## src/rtl/ability_cooldown_bank_pkg.sv

```systemverilog
// Shared types and seven-segment constants for the ability cooldown bank.
package ability_pkg;

    typedef enum logic {
        CD_READY   = 1'b0,
        CD_COOLING = 1'b1
    } cd_state_t;

    localparam int CNT_W_DEF = 7;

    // Active-low segments ordered {g,f,e,d,c,b,a}
    localparam logic [6:0] SEG_BLANK = 7'b1111111;
    localparam logic [6:0] SEG_DASH  = 7'b0111111;
    localparam logic [6:0] SEG_DIGIT [0:9] = '{
        7'b1000000, 7'b1111001, 7'b0100100, 7'b0110000, 7'b0011001,
        7'b0010010, 7'b0000010, 7'b1111000, 7'b0000000, 7'b0010000
    };

    function automatic logic [6:0] seg_of_digit(input int d);
        if (d >= 0 && d <= 9) return SEG_DIGIT[d];
        return SEG_DASH;
    endfunction

endpackage

```

## src/rtl/ability_cooldown_bank_if.sv

```systemverilog
// Bus between the game/KEY side (master) and the cooldown bank (slave).
interface ability_cooldown_bank_if #(
    parameter int NUM_ABILITIES = 2,
    parameter int CNT_W         = ability_pkg::CNT_W_DEF
);
    localparam int SEL_W = (NUM_ABILITIES > 1) ? $clog2(NUM_ABILITIES) : 1;

    logic                           masterEnable;
    logic [NUM_ABILITIES-1:0]       trigger;
    logic [SEL_W-1:0]               disp_sel;
    logic [NUM_ABILITIES-1:0]       ready;
    logic [NUM_ABILITIES-1:0]       fire;
    logic [NUM_ABILITIES*CNT_W-1:0] remaining;
    logic [6:0]                     hex_tens;
    logic [6:0]                     hex_ones;

    modport master (
        output masterEnable, trigger, disp_sel,
        input  ready, fire, remaining, hex_tens, hex_ones
    );

    modport slave (
        input  masterEnable, trigger, disp_sel,
        output ready, fire, remaining, hex_tens, hex_ones
    );
endinterface

```

## src/rtl/ability_cooldown_bank_seconds_tick_gen.sv

```systemverilog
// Shared seconds prescaler: one-cycle tick every TICK_DIV enabled cycles, frozen while paused.
module seconds_tick_gen #(
    parameter int TICK_DIV = 50_000_000
) (
    input  logic CLOCK_50,
    input  logic reset,
    input  logic masterEnable,
    output logic tick
);
    localparam int PW = $clog2(TICK_DIV);
    localparam logic [PW-1:0] LAST = PW'(TICK_DIV - 1);

    logic [PW-1:0] cnt_q, cnt_d;

    always_comb begin
        cnt_d = cnt_q;
        if (masterEnable) cnt_d = (cnt_q == LAST) ? '0 : cnt_q + 1'b1;
    end

    always_ff @(posedge CLOCK_50 or posedge reset) begin
        if (reset) cnt_q <= '0;
        else       cnt_q <= cnt_d;
    end

    // Gated so a count parked on LAST during a pause does not keep ticking
    assign tick = masterEnable && (cnt_q == LAST);

endmodule

```

## src/rtl/ability_cooldown_bank.sv

```systemverilog
// Bank of independent ability cooldown timers sharing one seconds prescaler.
// Define ABILITY_QUEUE_EN to queue one press made while a channel is cooling.
module ability_cooldown_bank
    import ability_pkg::*;
#(
    parameter int NUM_ABILITIES = 2,
    parameter int CNT_W         = CNT_W_DEF,
    parameter int TICK_DIV      = 50_000_000,
    parameter logic [NUM_ABILITIES*CNT_W-1:0] COOLDOWN_SEC = {7'd10, 7'd5}
) (
    input  logic                   CLOCK_50,
    input  logic                   reset,
    ability_cooldown_bank_if.slave bus
);
    logic                           tick;
    logic [NUM_ABILITIES-1:0]       trig_q;
    logic [NUM_ABILITIES-1:0]       trig_edge;
    logic [NUM_ABILITIES-1:0]       ready_vec;
    logic [NUM_ABILITIES-1:0]       fire_vec;
    logic [NUM_ABILITIES*CNT_W-1:0] remaining_vec;

    seconds_tick_gen #(.TICK_DIV(TICK_DIV)) u_tick (
        .CLOCK_50     (CLOCK_50),
        .reset        (reset),
        .masterEnable (bus.masterEnable),
        .tick         (tick)
    );

    always_ff @(posedge CLOCK_50 or posedge reset) begin
        if (reset) trig_q <= '0;
        else       trig_q <= bus.trigger;
    end

    assign trig_edge = bus.trigger & ~trig_q;

    for (genvar gi = 0; gi < NUM_ABILITIES; gi++) begin : g_ch
        localparam logic [CNT_W-1:0] RELOAD = COOLDOWN_SEC[gi*CNT_W +: CNT_W];

        cd_state_t        state_q, state_d;
        logic [CNT_W-1:0] remain_q, remain_d;
        logic             fire_q, fire_d;
        logic             ready_q;
        logic             press;

        assign press = trig_edge[gi] && bus.masterEnable;
`ifdef ABILITY_QUEUE_EN
        logic pend_q, pend_d;
`endif

        always_comb begin
            state_d  = state_q;
            remain_d = remain_q;
            fire_d   = 1'b0;
`ifdef ABILITY_QUEUE_EN
            pend_d   = pend_q;
`endif
            case (state_q)
                CD_READY: begin
                    // A fresh press wins over a coincident tick: full reload, no decrement
                    if (press) begin
                        fire_d   = 1'b1;
                        remain_d = RELOAD;
                        if (RELOAD != '0) state_d = CD_COOLING;
                    end
                end
                CD_COOLING: begin
`ifdef ABILITY_QUEUE_EN
                    if (press) pend_d = 1'b1;
`endif
                    if (tick) begin
                        if (remain_q == CNT_W'(1)) begin
`ifdef ABILITY_QUEUE_EN
                            if (pend_q || press) begin
                                fire_d   = 1'b1;
                                remain_d = RELOAD;
                                pend_d   = 1'b0;
                            end else begin
                                state_d  = CD_READY;
                                remain_d = '0;
                            end
`else
                            state_d  = CD_READY;
                            remain_d = '0;
`endif
                        end else begin
                            remain_d = remain_q - 1'b1;
                        end
                    end
                end
                default: state_d = CD_READY;
            endcase
        end

        always_ff @(posedge CLOCK_50 or posedge reset) begin
            if (reset) begin
                state_q  <= CD_READY;
                remain_q <= '0;
                fire_q   <= 1'b0;
                ready_q  <= 1'b1;
`ifdef ABILITY_QUEUE_EN
                pend_q   <= 1'b0;
`endif
            end else begin
                state_q  <= state_d;
                remain_q <= remain_d;
                fire_q   <= fire_d;
                ready_q  <= (state_d == CD_READY);
`ifdef ABILITY_QUEUE_EN
                pend_q   <= pend_d;
`endif
            end
        end

        assign ready_vec[gi]                     = ready_q;
        assign fire_vec[gi]                      = fire_q;
        assign remaining_vec[gi*CNT_W +: CNT_W] = remain_q;
    end

    assign bus.ready     = ready_vec;
    assign bus.fire      = fire_vec;
    assign bus.remaining = remaining_vec;

    logic [CNT_W-1:0] sel_val;
    logic             sel_ok;

    always_comb begin
        sel_val      = '0;
        sel_ok       = 1'b0;
        bus.hex_tens = SEG_BLANK;
        bus.hex_ones = SEG_BLANK;
        for (int i = 0; i < NUM_ABILITIES; i++) begin
            if (int'(bus.disp_sel) == i) begin
                sel_val = remaining_vec[i*CNT_W +: CNT_W];
                sel_ok  = 1'b1;
            end
        end
        if (sel_ok) begin
            if (int'(sel_val) > 99) begin
                bus.hex_tens = SEG_DASH;
                bus.hex_ones = SEG_DASH;
            end else begin
                bus.hex_tens = seg_of_digit(int'(sel_val) / 10);
                bus.hex_ones = seg_of_digit(int'(sel_val) % 10);
            end
        end
    end

endmodule

```

## src/flat_wrapper.sv

```systemverilog
// flat-port wrapper written by rule: the top's interface ports become plain ports
module ability_cooldown_bank_flat import ability_pkg::*;
#(
    parameter int NUM_ABILITIES = 2,
    parameter int CNT_W         = CNT_W_DEF,
    parameter int TICK_DIV      = 50_000_000,
    parameter logic [NUM_ABILITIES*CNT_W-1:0] COOLDOWN_SEC = {7'd10, 7'd5}
)
  (CLOCK_50, reset, bus_masterEnable, bus_trigger, bus_disp_sel, bus_ready, bus_fire, bus_remaining, bus_hex_tens, bus_hex_ones);
  ability_cooldown_bank_if #(.NUM_ABILITIES(NUM_ABILITIES), .CNT_W(CNT_W)) bus_i ();
  input  logic CLOCK_50;
  input  logic reset;
  input wire logic [$bits(bus_i.masterEnable)-1:0] bus_masterEnable;
  input wire logic [$bits(bus_i.trigger)-1:0] bus_trigger;
  input wire logic [$bits(bus_i.disp_sel)-1:0] bus_disp_sel;
  output wire logic [$bits(bus_i.ready)-1:0] bus_ready;
  output wire logic [$bits(bus_i.fire)-1:0] bus_fire;
  output wire logic [$bits(bus_i.remaining)-1:0] bus_remaining;
  output wire logic [$bits(bus_i.hex_tens)-1:0] bus_hex_tens;
  output wire logic [$bits(bus_i.hex_ones)-1:0] bus_hex_ones;
  assign bus_i.masterEnable = bus_masterEnable;
  assign bus_i.trigger = bus_trigger;
  assign bus_i.disp_sel = bus_disp_sel;
  assign bus_ready = bus_i.ready;
  assign bus_fire = bus_i.fire;
  assign bus_remaining = bus_i.remaining;
  assign bus_hex_tens = bus_i.hex_tens;
  assign bus_hex_ones = bus_i.hex_ones;
  ability_cooldown_bank #(.NUM_ABILITIES(NUM_ABILITIES), .CNT_W(CNT_W), .TICK_DIV(TICK_DIV), .COOLDOWN_SEC(COOLDOWN_SEC)) u_core (.CLOCK_50(CLOCK_50), .reset(reset), .bus(bus_i));
endmodule
```

## config.mk

```make
export PLATFORM = sky130hd
export DESIGN_NAME = ability_cooldown_bank_flat
export DESIGN_NICKNAME = d
export VERILOG_FILES = /design/src/rtl/ability_cooldown_bank_pkg.sv /design/src/rtl/ability_cooldown_bank_if.sv /design/src/rtl/ability_cooldown_bank_seconds_tick_gen.sv /design/src/rtl/ability_cooldown_bank.sv /design/src/flat_wrapper.sv
export SDC_FILE = /design/constraint.sdc
export NUM_CORES = 1
export LEC_CHECK = 0
export ABC_AREA = 1
export BUFFER_PORTS_ARGS = -buffer_cell sky130_fd_sc_hd__buf_2
export CAP_MARGIN = 25
export CORE_ASPECT_RATIO = 1.4
export CORE_MARGIN = 2
export CORE_UTILIZATION = 43
export CTS_CLUSTER_DIAMETER = 60
export CTS_CLUSTER_SIZE = 14
export DETAILED_ROUTE_END_ITERATION = 12
export SLEW_MARGIN = 20
export SYNTH_ARGS = -nofsm -noshare
export SYNTH_HDL_FRONTEND = slang
export SYNTH_SLANG_ARGS = --single-unit
```

## constraint.sdc

```tcl
create_clock -name CLOCK_50 -period 11.89 [get_ports CLOCK_50]
set_clock_uncertainty 0.15 [all_clocks]
set_input_delay 1.189 -clock CLOCK_50 [delete_from_list [all_inputs] [get_ports CLOCK_50]]
set_output_delay 1.189 -clock CLOCK_50 [all_outputs]
set_load 0.005 [all_outputs]
```

-- Word-level counts from Yosys, hierarchy flattened
Memory sizes are Yosys's and may differ from the RTL's.
Cells that the tools add are included.
- bits in registers: 48
- latch bits: 0
- memory bits (writable): 0
- bits in read-only memories: 224
- input port bits: 6
- output and inout bits: 32
- logic and storage cells: 80
- memories: 2
- $add $sub $neg: 3
- multiply operators: 0
- divide/modulo/power cells: 2
- magnitude comparators: 7
- equal/unequal tests: 7
- shifts and indexed selects: 0
- multiplexer cells: 34
- bitwise operators: 8
- reductions and logical operators: 7
- memories (memory ; words ; width ; rd ports ; clocked after memory_dff ; wr ports ; RTL line ; source):
    (name not given) ; 16 ; 7 ; 1 ; 0 ; 0 ; ability_cooldown_bank_pkg.sv:20 ; if (d >= 0 && d <= 9) return SEG_DIGIT[d];
    (name not given) ; 16 ; 7 ; 1 ; 0 ; 0 ; ability_cooldown_bank_pkg.sv:20 ;
- operators with widths (cell ; number):
    two-way mux 7 bit ; 17
    greater-or-equal comparator 32 x 1 -> 1 bit (second input constant) ; 2
    greater-or-equal comparator 32 x 5 -> 1 bit (second input constant) ; 2
    <= comparator 32 x 5 -> 1 bit (second input constant) ; 2
    NOT 32 bit ; 2
    divider 8 x 5 -> 32 bit (second input constant) ; 1
    remainder unit 8 x 5 -> 32 bit (second input constant) ; 1
    case mux 7 bit (2 select lines) ; 2
    adder 26 x 1 -> 26 bit (second input constant) ; 1
    == test 26 bit (second input constant) ; 1
    two-way mux 26 bit ; 1
    == test 7 x 1 -> 1 bit (second input constant) ; 2
    subtractor 7 x 1 -> 7 bit (second input constant) ; 2
    two-way mux 1 bit ; 12
    != test 2 x 1 -> 1 bit (second input constant) ; 4
    greater-than comparator 7 bit (second input constant) ; 1
    logical AND 1 bit ; 5
    NOT 1 bit ; 4
    case mux 1 bit (2 select lines) ; 2
    AND reduction 2 bit ; 2
    bitwise AND 2 bit ; 1
    NOT 2 bit ; 1

-- Longest topological paths before layout
Gate-level depths: netlist (run 1).
- word-level depth: 9
- depth in mapped cells: 39
- depth with buffers taken out: 38

-- Hierarchy
From an unflattened synthesis (run 1), not the netlist that was laid out.
- cell total of the unflattened synthesis: 645
- area, all modules: 4289.1 µm²
- modules (own cells, without submodules) (module ; times used ; cells an instance ; area an instance (µm²) ; sequential area each (µm²)):
    ability_cooldown_bank ; 1 ; 416 ; 2693.8 ; 553.0
    seconds_tick_gen ; 1 ; 229 ; 1595.3 ; 650.6

-- Worst setup path before layout (run 1)
Ideal clock, no wire load.
- kind: input -> output
- start: input bus_disp_sel
- end: output bus_hex_ones[6]
- arrival: 5.089 ns
- required time: 10.551 ns
- slack: 5.462 ns
- cell stages on the path: 35
- path buffers: 2
- cells stage by stage: buf_6 inv_6 nand2_1 nand2_2 inv_1 ha_1 inv_1 nor2_2 nand3_2 nand2_4 nand2_2 nand2_4 nand2_4 nand2_4 nand2_1 nand2_1 ha_1 nor3b_1 nand3_2 nand3_4 nand2_1 nand3_1 inv_2 nand3_4 buf_6 xor2_1 inv_1 ha_1 or2_2 nand3_1 nand2_1 nand3_1 nor2_4 nand2_1 nor2_1
- cells in the longest elaborated chain, start to end: 9
- ends and longest elaborated chain (what ; RTL line ; source):
    start, declared ; flat_wrapper.sv:15 ; input wire logic [$bits(bus_i.disp_sel)-1:0] bus_disp_sel;
    two-way mux 7 bit (*) ; ability_cooldown_bank.sv:132 ; if (int'(bus.disp_sel) == i) begin
    branches (longest 7 deep; another with remainder unit 8 x 5 -> 32 bit) ; n/a ;
    two-way mux 7 bit (*) ; ability_cooldown_bank.sv:138 ; if (int'(sel_val) > 99) begin
    end, declared ; flat_wrapper.sv:20 ; output wire logic [$bits(bus_i.hex_ones)-1:0] bus_hex_ones;
Mark *: on every way between the ends. The select of a mux whose other input is x is not followed.

-- Final worst setup path (run 1)
Ends and elaborated chain as after synthesis.

==> results of run 1 <==
==> cell usage after synthesis, types with 5 or more instances <==
master and count:
sky130_fd_sc_hd__a211oi_1 5, sky130_fd_sc_hd__a21oi_1 19, sky130_fd_sc_hd__dfrtp_1 46, sky130_fd_sc_hd__ha_1 25, sky130_fd_sc_hd__inv_1 120, sky130_fd_sc_hd__nand2_1 158, sky130_fd_sc_hd__nand2_2 18, sky130_fd_sc_hd__nand2_4 11
sky130_fd_sc_hd__nand3_1 73, sky130_fd_sc_hd__nand3b_1 6, sky130_fd_sc_hd__nand4_1 16, sky130_fd_sc_hd__nor2_1 48, sky130_fd_sc_hd__nor2_4 6, sky130_fd_sc_hd__nor3_1 18, sky130_fd_sc_hd__nor4_1 10, sky130_fd_sc_hd__o21ai_0 29
sky130_fd_sc_hd__o22ai_1 5, sky130_fd_sc_hd__xor2_1 14
==> metrics by stage <==
step,power (µW),instance area [µm²]
floorplan,546,4480
global placement,632,4770
detailed placement,638,4770
CTS,775,4900
global route,848,4900
finish,771,4900
==> registers in the layout, summed over array words and instances, names as in the netlist <==
name / count
u_core.trig_q: 2
u_core.g_ch.state_q: 2
u_core.u_tick.cnt_q: 26
u_core.g_ch.ready_q: 2
u_core.g_ch.remain_q: 14
u_core.g_ch.fire_q: 2
==> area by class of cell <==
cell class              count  area share
multi-input cells         488       0.554
flip-flops and latches     48       0.245
repair buffers             37      0.0378
inverters                 128       0.100
well taps                 138      0.0352
clock inverters             1     0.00102
clock buffers               6      0.0263
==> kinds of logic (layout without fill, tap and decap cells) <==
family	Yosys count	after routing	share of synthesized area
fa+ha+maj	25	25	0.0699
simple gates	376	376	0.412
buf+inv	137	172	0.124
compound gates	73	73	0.0972
flops	48	48	0.269
xor+xnor	14	14	0.0274
==> layer usage <==
| metal | track usage | vias up | routed length [µm] | share of wire |
|---|---|---|---|---|
| li1 | - | 2239 | - | - |
| met1 | 0.211 | 2040 | 4530 | 0.40 |
| met2 | 0.403 | 76 | 6050 | 0.54 |
| met3 | 0.0139 | 34 | 183 | 0.016 |
| met4 | 0.0995 | 0 | 481 | 0.043 |
| met5 | 0 | - | 0 | 0 |
==> worst paths after layout <==
| kind | endpoint | slack (ns) |
|---|---|---|
| min in group asynchronous | u_core.g_ch[0].remain_q[5]$_DFFE_PP0P_ | 0.88 |
| min | u_core.g_ch[1].fire_q$_DFF_PP0_ | 0.33 |
| max reg2reg | u_core.u_tick.cnt_q[25]$_DFFE_PP0P_ | 8.84 |
| max | bus_hex_ones[6] | 4.62 |
| min reg2reg | u_core.g_ch[1].fire_q$_DFF_PP0_ | 0.33 |
| max in group asynchronous | u_core.g_ch[1].fire_q$_DFF_PP0_ | 10.20 |
==> where the power goes <==
group	internal [µW]	switching [µW]
sequential	179	13.2
combinational	142	303
clock	76.5	57.3
==> run summary, run 1 <==
The flow ran to the end, and the final reports show no timing, DRC or antenna violations. The part of the Yosys area used for sequential elements came out at 0.269. Yosys printed 0 warnings. For the worst setup path, the data required time is between 10 and 15 ns. The count of boundary I/O pins came out at 38.

STA classifies the critical path startpoint as a primary input. The number of antenna diodes in the final layout is 0. The overall die width is 90.2 µm.

The final-layout worst hold slack came out at about 0.33 ns. The total length of routed wires is between 10000 and 15000 µm. The global router's overall resource usage came out at 0.203.

The cell area after synthesis is roughly 0.0045 mm². The die height came out at about 120 µm. The number of standard cells after synthesis is just under 700. The share of flip-flops with an asynchronous set or reset after synthesis came out at 1.00. The layout overhead on the synthesized area came out at 9.53%. The leakage power summed over all cells is about 0.0027 µW. The worst relative slew slack is 0.442.

The TritonCTS buffer count is 5. The number of sinks driven by the clock tree is 48. At the end of the flow, the number of nets in the layout was 739. The number of register bits inferred by synthesis came out at 48. Across all setup checks in the final design, the least slack found is approximately 4.6 ns.

The tree is rooted in a sky130_fd_sc_hd__clkbuf_16. For the worst-skew pair, the clock arrives at the later sink with an insertion delay of just under 0.3 ns. The routed length per instance came out at about 13 µm. The slew at the pin closest to its max-slew limit came out at 0.835 ns. The first detailed-routing pass ran for 4 iterations.

The worst slack after detailed placement came out at between 4 and 5 ns. In the final layout, the share of cells above drive strength 1 is 0.141. The core area came out at slightly above 0.01 mm². The count of nets left with antenna violations once routing finished came out at 0. Setup repair after global routing left no endpoint under its margin. The port buffer count came out at 37. The pin count of the biggest net entering global routing came out at slightly below 50.

In the final layout, flip-flops and latches occupy 0.00120 mm². The non-filler instance count after layout came out at about 850. STA classifies the critical path endpoint as an output pin. The die covers roughly 0.011 mm². Setup violations remaining at the end of the flow were counted as 0.

The worst setup path is of the primary input to output pin kind. The number of placement rows came out at 44. The master of the slowest instance on the critical path is sky130_fd_sc_hd__or2_2. Leaving out fill and tap cells, the most frequent cell in the layout is sky130_fd_sc_hd__nand2_1. For the worst flop-to-flop path, the logic depth is 15.

The launch point of the worst reg-to-reg path is u_core.u_tick.cnt_q[3]$_DFFE_PP0P_. The worst hold path belongs to the class flip-flop to flip-flop. In this run the worst path has a maximum fanout of 21. The post-synthesis area per instance came out at approximately 6.7 µm².

The hold path depth came out at 1. Summing all multi-input logic gate instances after layout gives around 0.0027 mm². The number of hold-repair buffers added at the cts stage came out at 0.

The number of nets in the synthesized netlist came out at about 700. The startpoint identified for the worst hold timing path is u_core.trig_q[1]$_DFF_PP0_. In the synthesized netlist the dominant register cell turns out to be sky130_fd_sc_hd__dfrtp_1. The count of unresolved DRC violations after routing came out at 0. Data on the critical path arrives at its endpoint at 5.93 ns. After clock tree synthesis, the clock-pin slew on the worst setup and hold paths is 0.06 ns. The share of Yosys cell area claimed by the top area cell type is 0.257. The cell type with the highest aggregate area in the netlist is sky130_fd_sc_hd__dfrtp_1.

The maximum buffer depth of the clock tree is 2. The number of distinct library cells after synthesis came out at between 40 and 50. The number of enable-type register cells in the synthesized netlist came out at 0. The cell count along the critical path came out at 35. The share of the clock period used by the worst path after layout is 0.611. The power per cell area came out at approximately 160 mW/mm². The delay of the slowest cell on the worst path came out at 0.29 ns. The aggregate global routing overflow came out at 0. The via count of the first global-routing pass came out at roughly 4300. The setup TNS is 0 ns. In this run the post-CTS setup repair buffer count came out at 0.

The number of pins exceeding their max-slew limit in the final report came out at 0. The routability congestion estimate from global placement came out at 0.900. The via count of the routed design is 4389. Detailed placement finished with a half-perimeter wire length of ~9000 µm. The initial antenna violation count came out at 0. The count of routing violations after the opening detailed-route iteration came out at 120. The fraction of the core area covered by cells at the end of the flow came out at 0.479. Dividing the detail-routed via count by the number of cells gives ~5.2. The worst voltage drop across the vdd grid is approximately 0.13 mV.

The number of filler instances in the final layout is roughly 1100. The cell class contributing the biggest share of worst-path delay is simple AND/OR/NAND/NOR gates. TritonCTS built the clock tree. The wire length of the first global-routing pass is about 19000 µm. In the layout the commonest cells are 158 x sky130_fd_sc_hd__nand2_1, 119 x sky130_fd_sc_hd__inv_1, 73 x sky130_fd_sc_hd__nand3_1. The initial core utilization is 0.437.

The highest achievable clock rate is 138 MHz. In the post-synthesis netlist, the biggest area contributors are sky130_fd_sc_hd__dfrtp_1 26%, sky130_fd_sc_hd__nand2_1 13%, sky130_fd_sc_hd__inv_1 10%. The max-cap check violation count came out at 0. The most critical setup path has its startpoint at bus_disp_sel. The buffering stage count on the worst path with inverters included came out at 7. The number of gates resized after CTS is 0.

The most numerous cell type found on the critical path is sky130_fd_sc_hd__nand2_1. Once placement completed, the tool counted placed cells totaling around 840. The final-report hold violation count came out at 0. In this run the number of H-tree levels came out at 2. The worst path in the final design needs a cycle of just over 7 ns, including I/O delays and setup.
No activity file was read; power rests on OpenSTA's default activity.
==> run 2, diff against run 1 <==
- clock period: 11.89 -> 7.1 ns (I/O delays scaled with it)
==> run 2 against run 1 <==
  * Combinational power up 68%
  * Largest power group unchanged
  * Register-to-register slack worse by 4.8 ns
  * Global-route usage up 0.40 points
  * Via count down 1.7%
  * Highest routed layer unchanged
  * Final cell count unchanged
  * Cell area unchanged
  * Power up 68%
  * Largest cell class unchanged
  * Routed wire length up 0.31%
  * Count of clock-buffer cells in the layout unchanged
==> run summary, run 2 (synthesis results as in run 1) <==
The final setup violation count came out at 0 (unchanged). The maximum buffer depth of the clock tree is 2 (unchanged). The number of placement rows came out at 44 (unchanged). The top cell types in the final layout, fill and taps aside, are 158 x sky130_fd_sc_hd__nand2_1, 119 x sky130_fd_sc_hd__inv_1, 73 x sky130_fd_sc_hd__nand3_1. TritonCTS built the clock tree.

The initial core utilization is 0.437 (unchanged). The half-perimeter wire length of the detailed placement result was 9210 µm (+0.20%). The TritonCTS buffer count was 5 (unchanged).

The startpoint identified for the worst register-to-register timing path is u_core.u_tick.cnt_q[3]$_DFFE_PP0P_. The wire length of the first global-routing pass is 19300 µm (+1.3%). The aggregate global routing overflow came out at 0 (unchanged). The final-layout worst hold slack was 0.329 ns (-0.00141 ns). The non-filler instance count after layout is 846 (unchanged). By startpoint and endpoint, the worst setup path is classified as primary input to output pin.

The number of flip-flops under the largest register name is 26 (unchanged). The via count of the first global-routing pass came out at 4317 (-0.046%). The antenna cell count was 0 (unchanged). The internal power summed over all cells came out at 666 µW (+67%).

The die height came out at 125 µm (unchanged). The routed length per instance was 13.3 µm (+0.31%). The number of H-tree branching levels is 2 (unchanged). In this run the clock root is driven by a sky130_fd_sc_hd__clkbuf_16. Setup repair after global routing left no endpoint under its margin. The min-delay analysis places its worst path in the category flip-flop to flip-flop. The number of sinks driven by the clock tree is 48 (unchanged). In this run the worst setup path begins at bus_disp_sel. The number of buffers inserted by post-CTS setup repair came out at 0 (unchanged).

By instance count, the cell type seen most on the critical path is sky130_fd_sc_hd__nand2_1. The power per cell area is 264 mW/mm² (+68%). The slew at the pin closest to its max-slew limit was 0.819 ns (-0.0162 ns).

The clock share of power came out at 0.173 (about the same). The die outline area came out at 0.0113 mm² (unchanged). In the final layout, the registers with the most flip-flops are u_core.u_tick.cnt_q (26), u_core.g_ch.remain_q (14). STA classifies the critical path startpoint as a primary input.

The count of routing violations after the opening detailed-route iteration is 108 (-10%). The critical path required time came out at 6.24 ns (-4.31 ns). The cell area after layout is 0.00490 mm² (unchanged). The worst path arrival time came to 5.43 ns (-0.50 ns).

The number of gates resized after CTS is 0 (unchanged). The placed standard-cell area came out at 0.00477 mm² (unchanged). The count of unresolved DRC violations after routing came to 0 (unchanged). The overall die width came to 90.2 µm (unchanged). The number of filler instances in the final layout was 1105 (-2.1%). The later-pin clock latency in the skew report came to 0.29 ns (about the same). The register share of total power came out at 0.248 (about the same).

The power dissipated by switching net loads came out at 628 µW (+68%). The layout overhead on the synthesized area came out at 9.53% (unchanged). The number of pins exceeding their max-slew limit in the final report came out at 0 (unchanged).

The via count of the routed design came out at 4316 (-1.7%). The largest individual stage delay along the critical path comes from the cell sky130_fd_sc_hd__or2_2. The first-pass iteration count of the detailed router was 5 (+1).

The leakage power summed over all cells came out at 0.00268 µW (unchanged). The clock transition time at the flip-flop clock pins of the worst setup and hold paths came out at 0.06 ns (about the same). The share of post-route cells with drive strength above 1 came out at 0.141 (unchanged). Leaving out fill and tap cells, the most frequent cell in the layout is sky130_fd_sc_hd__nand2_1. The largest fanout on the critical path was 21 (unchanged). The worst voltage drop across the vdd grid is 0.208 mV (+55%). The worst hold path begins at u_core.trig_q[1]$_DFF_PP0_. The setup TNS is 0 ns (unchanged). The worst relative slew slack came out at 0.449 (+0.00643).

The residual antenna-violating net count after detailed routing is 0 (unchanged). The routed via count divided by cell count came out at 5.10 (-1.7%). The endpoint type of the worst setup path is an output pin. The final-report hold violation count is 0 (unchanged). The count of boundary I/O pins came out at 38 (unchanged). The port buffer count was 37 (unchanged). The count of placed standard cells including taps came out at 839 (unchanged).

The number of nets in the finished design was 739 (unchanged). The run finished with clean final reports. The max-cap check violation count came out at 0 (unchanged). The routability congestion estimate from global placement was 0.899 (about the same). The register with the most flip-flops in the final layout is u_core.u_tick.cnt_q. The total length of routed wires was 11300 µm (+0.31%). The core area is 0.0102 mm² (unchanged). The initial antenna violation count is 0 (unchanged). The pin count of the biggest net entering global routing came out at 49 (unchanged). The delay of the slowest cell on the worst path is 0.29 ns (about the same). The number of hold-repair buffers added at the cts stage is 0 (unchanged). The smallest clock period supported by the final layout is computed as between 6 and 7 ns.

The part of the power in combinational logic is 0.579 (+0.002). The global router's overall resource usage was 0.207 (+0.00400). The switching share of power came out at 0.485 (+0.000946).

The highest achievable clock rate came out at roughly 160 MHz. The share of the clock period used by the worst path after layout is 0.887.
## run 2: cell counts in the layout (fill, tap and decap cells not counted)
Identical to the previous run, type by type.
## run 2: critical path: cells and delay by family
kind	cells	cell delay, ns
and+or+nand+nor	24	3.10
buffers and inverters	7	0.78
adders and majority gates	3	0.55
xor gates and xnor gates	1	0.26
## run 2: worst paths after layout
check	end	slack (ns)	cells after the start
worst max-delay path	bus_hex_ones[6]	0.81	35
worst min-delay path	u_core.g_ch[1].fire_q$_DFF_PP0_	0.33	1
worst max register to register	u_core.u_tick.cnt_q[25]$_DFFE_PP0P_	4.09	15
worst min register to register	u_core.g_ch[1].fire_q$_DFF_PP0_	0.33	1
max in group asynchronous	u_core.u_tick.cnt_q[19]$_DFFE_PP0P_	5.91	2
min in group asynchronous	u_core.g_ch[0].remain_q[1]$_DFFE_PP0P_	0.40	2
## run 2: power by group through the flow
stage / clock (µW) / sequential (µW) / combinational, µW
final: 224 / 321 / 749
after global routing: 239 / 327 / 857
after CTS: 232 / 321 / 745
after detailed placement: 0 / 326 / 742
after global placement: 0 / 325 / 733
after floorplan: 0 / 320 / 594
## run 2: layer usage
layer	share of wire	up-vias	GRT usage
met5	0	-	0
met4	0.045	0	0.118
met3	0.019	32	0.0206
met2	0.53	77	0.396
met1	0.40	1972	0.217
li1	-	2235	-
## run 2: cell type report
class / count / area (µm²) / share of cell area
Multi-Input combinational cell: 488 / 2720 / 0.554
Sequential cell: 48 / 1200 / 0.245
Inverter: 128 / 492 / 0.100
Timing Repair Buffer: 37 / 185 / 0.0378
Tap cell: 138 / 173 / 0.0352
Clock buffer: 6 / 129 / 0.0263
Clock inverter: 1 / 5.00 / 0.00102
## run 2: per-stage QoR
step | total power [µW] | worst slack [ns] | util
global placement | 1060 | 1.01 | 0.466
detailed placement | 1070 | 0.815 | 0.466
finish | 1290 | 0.806 | 0.479
floorplan | 914 | 1.63 | -
CTS | 1300 | 0.799 | 0.479
global route | 1420 | 0.245 | 0.479
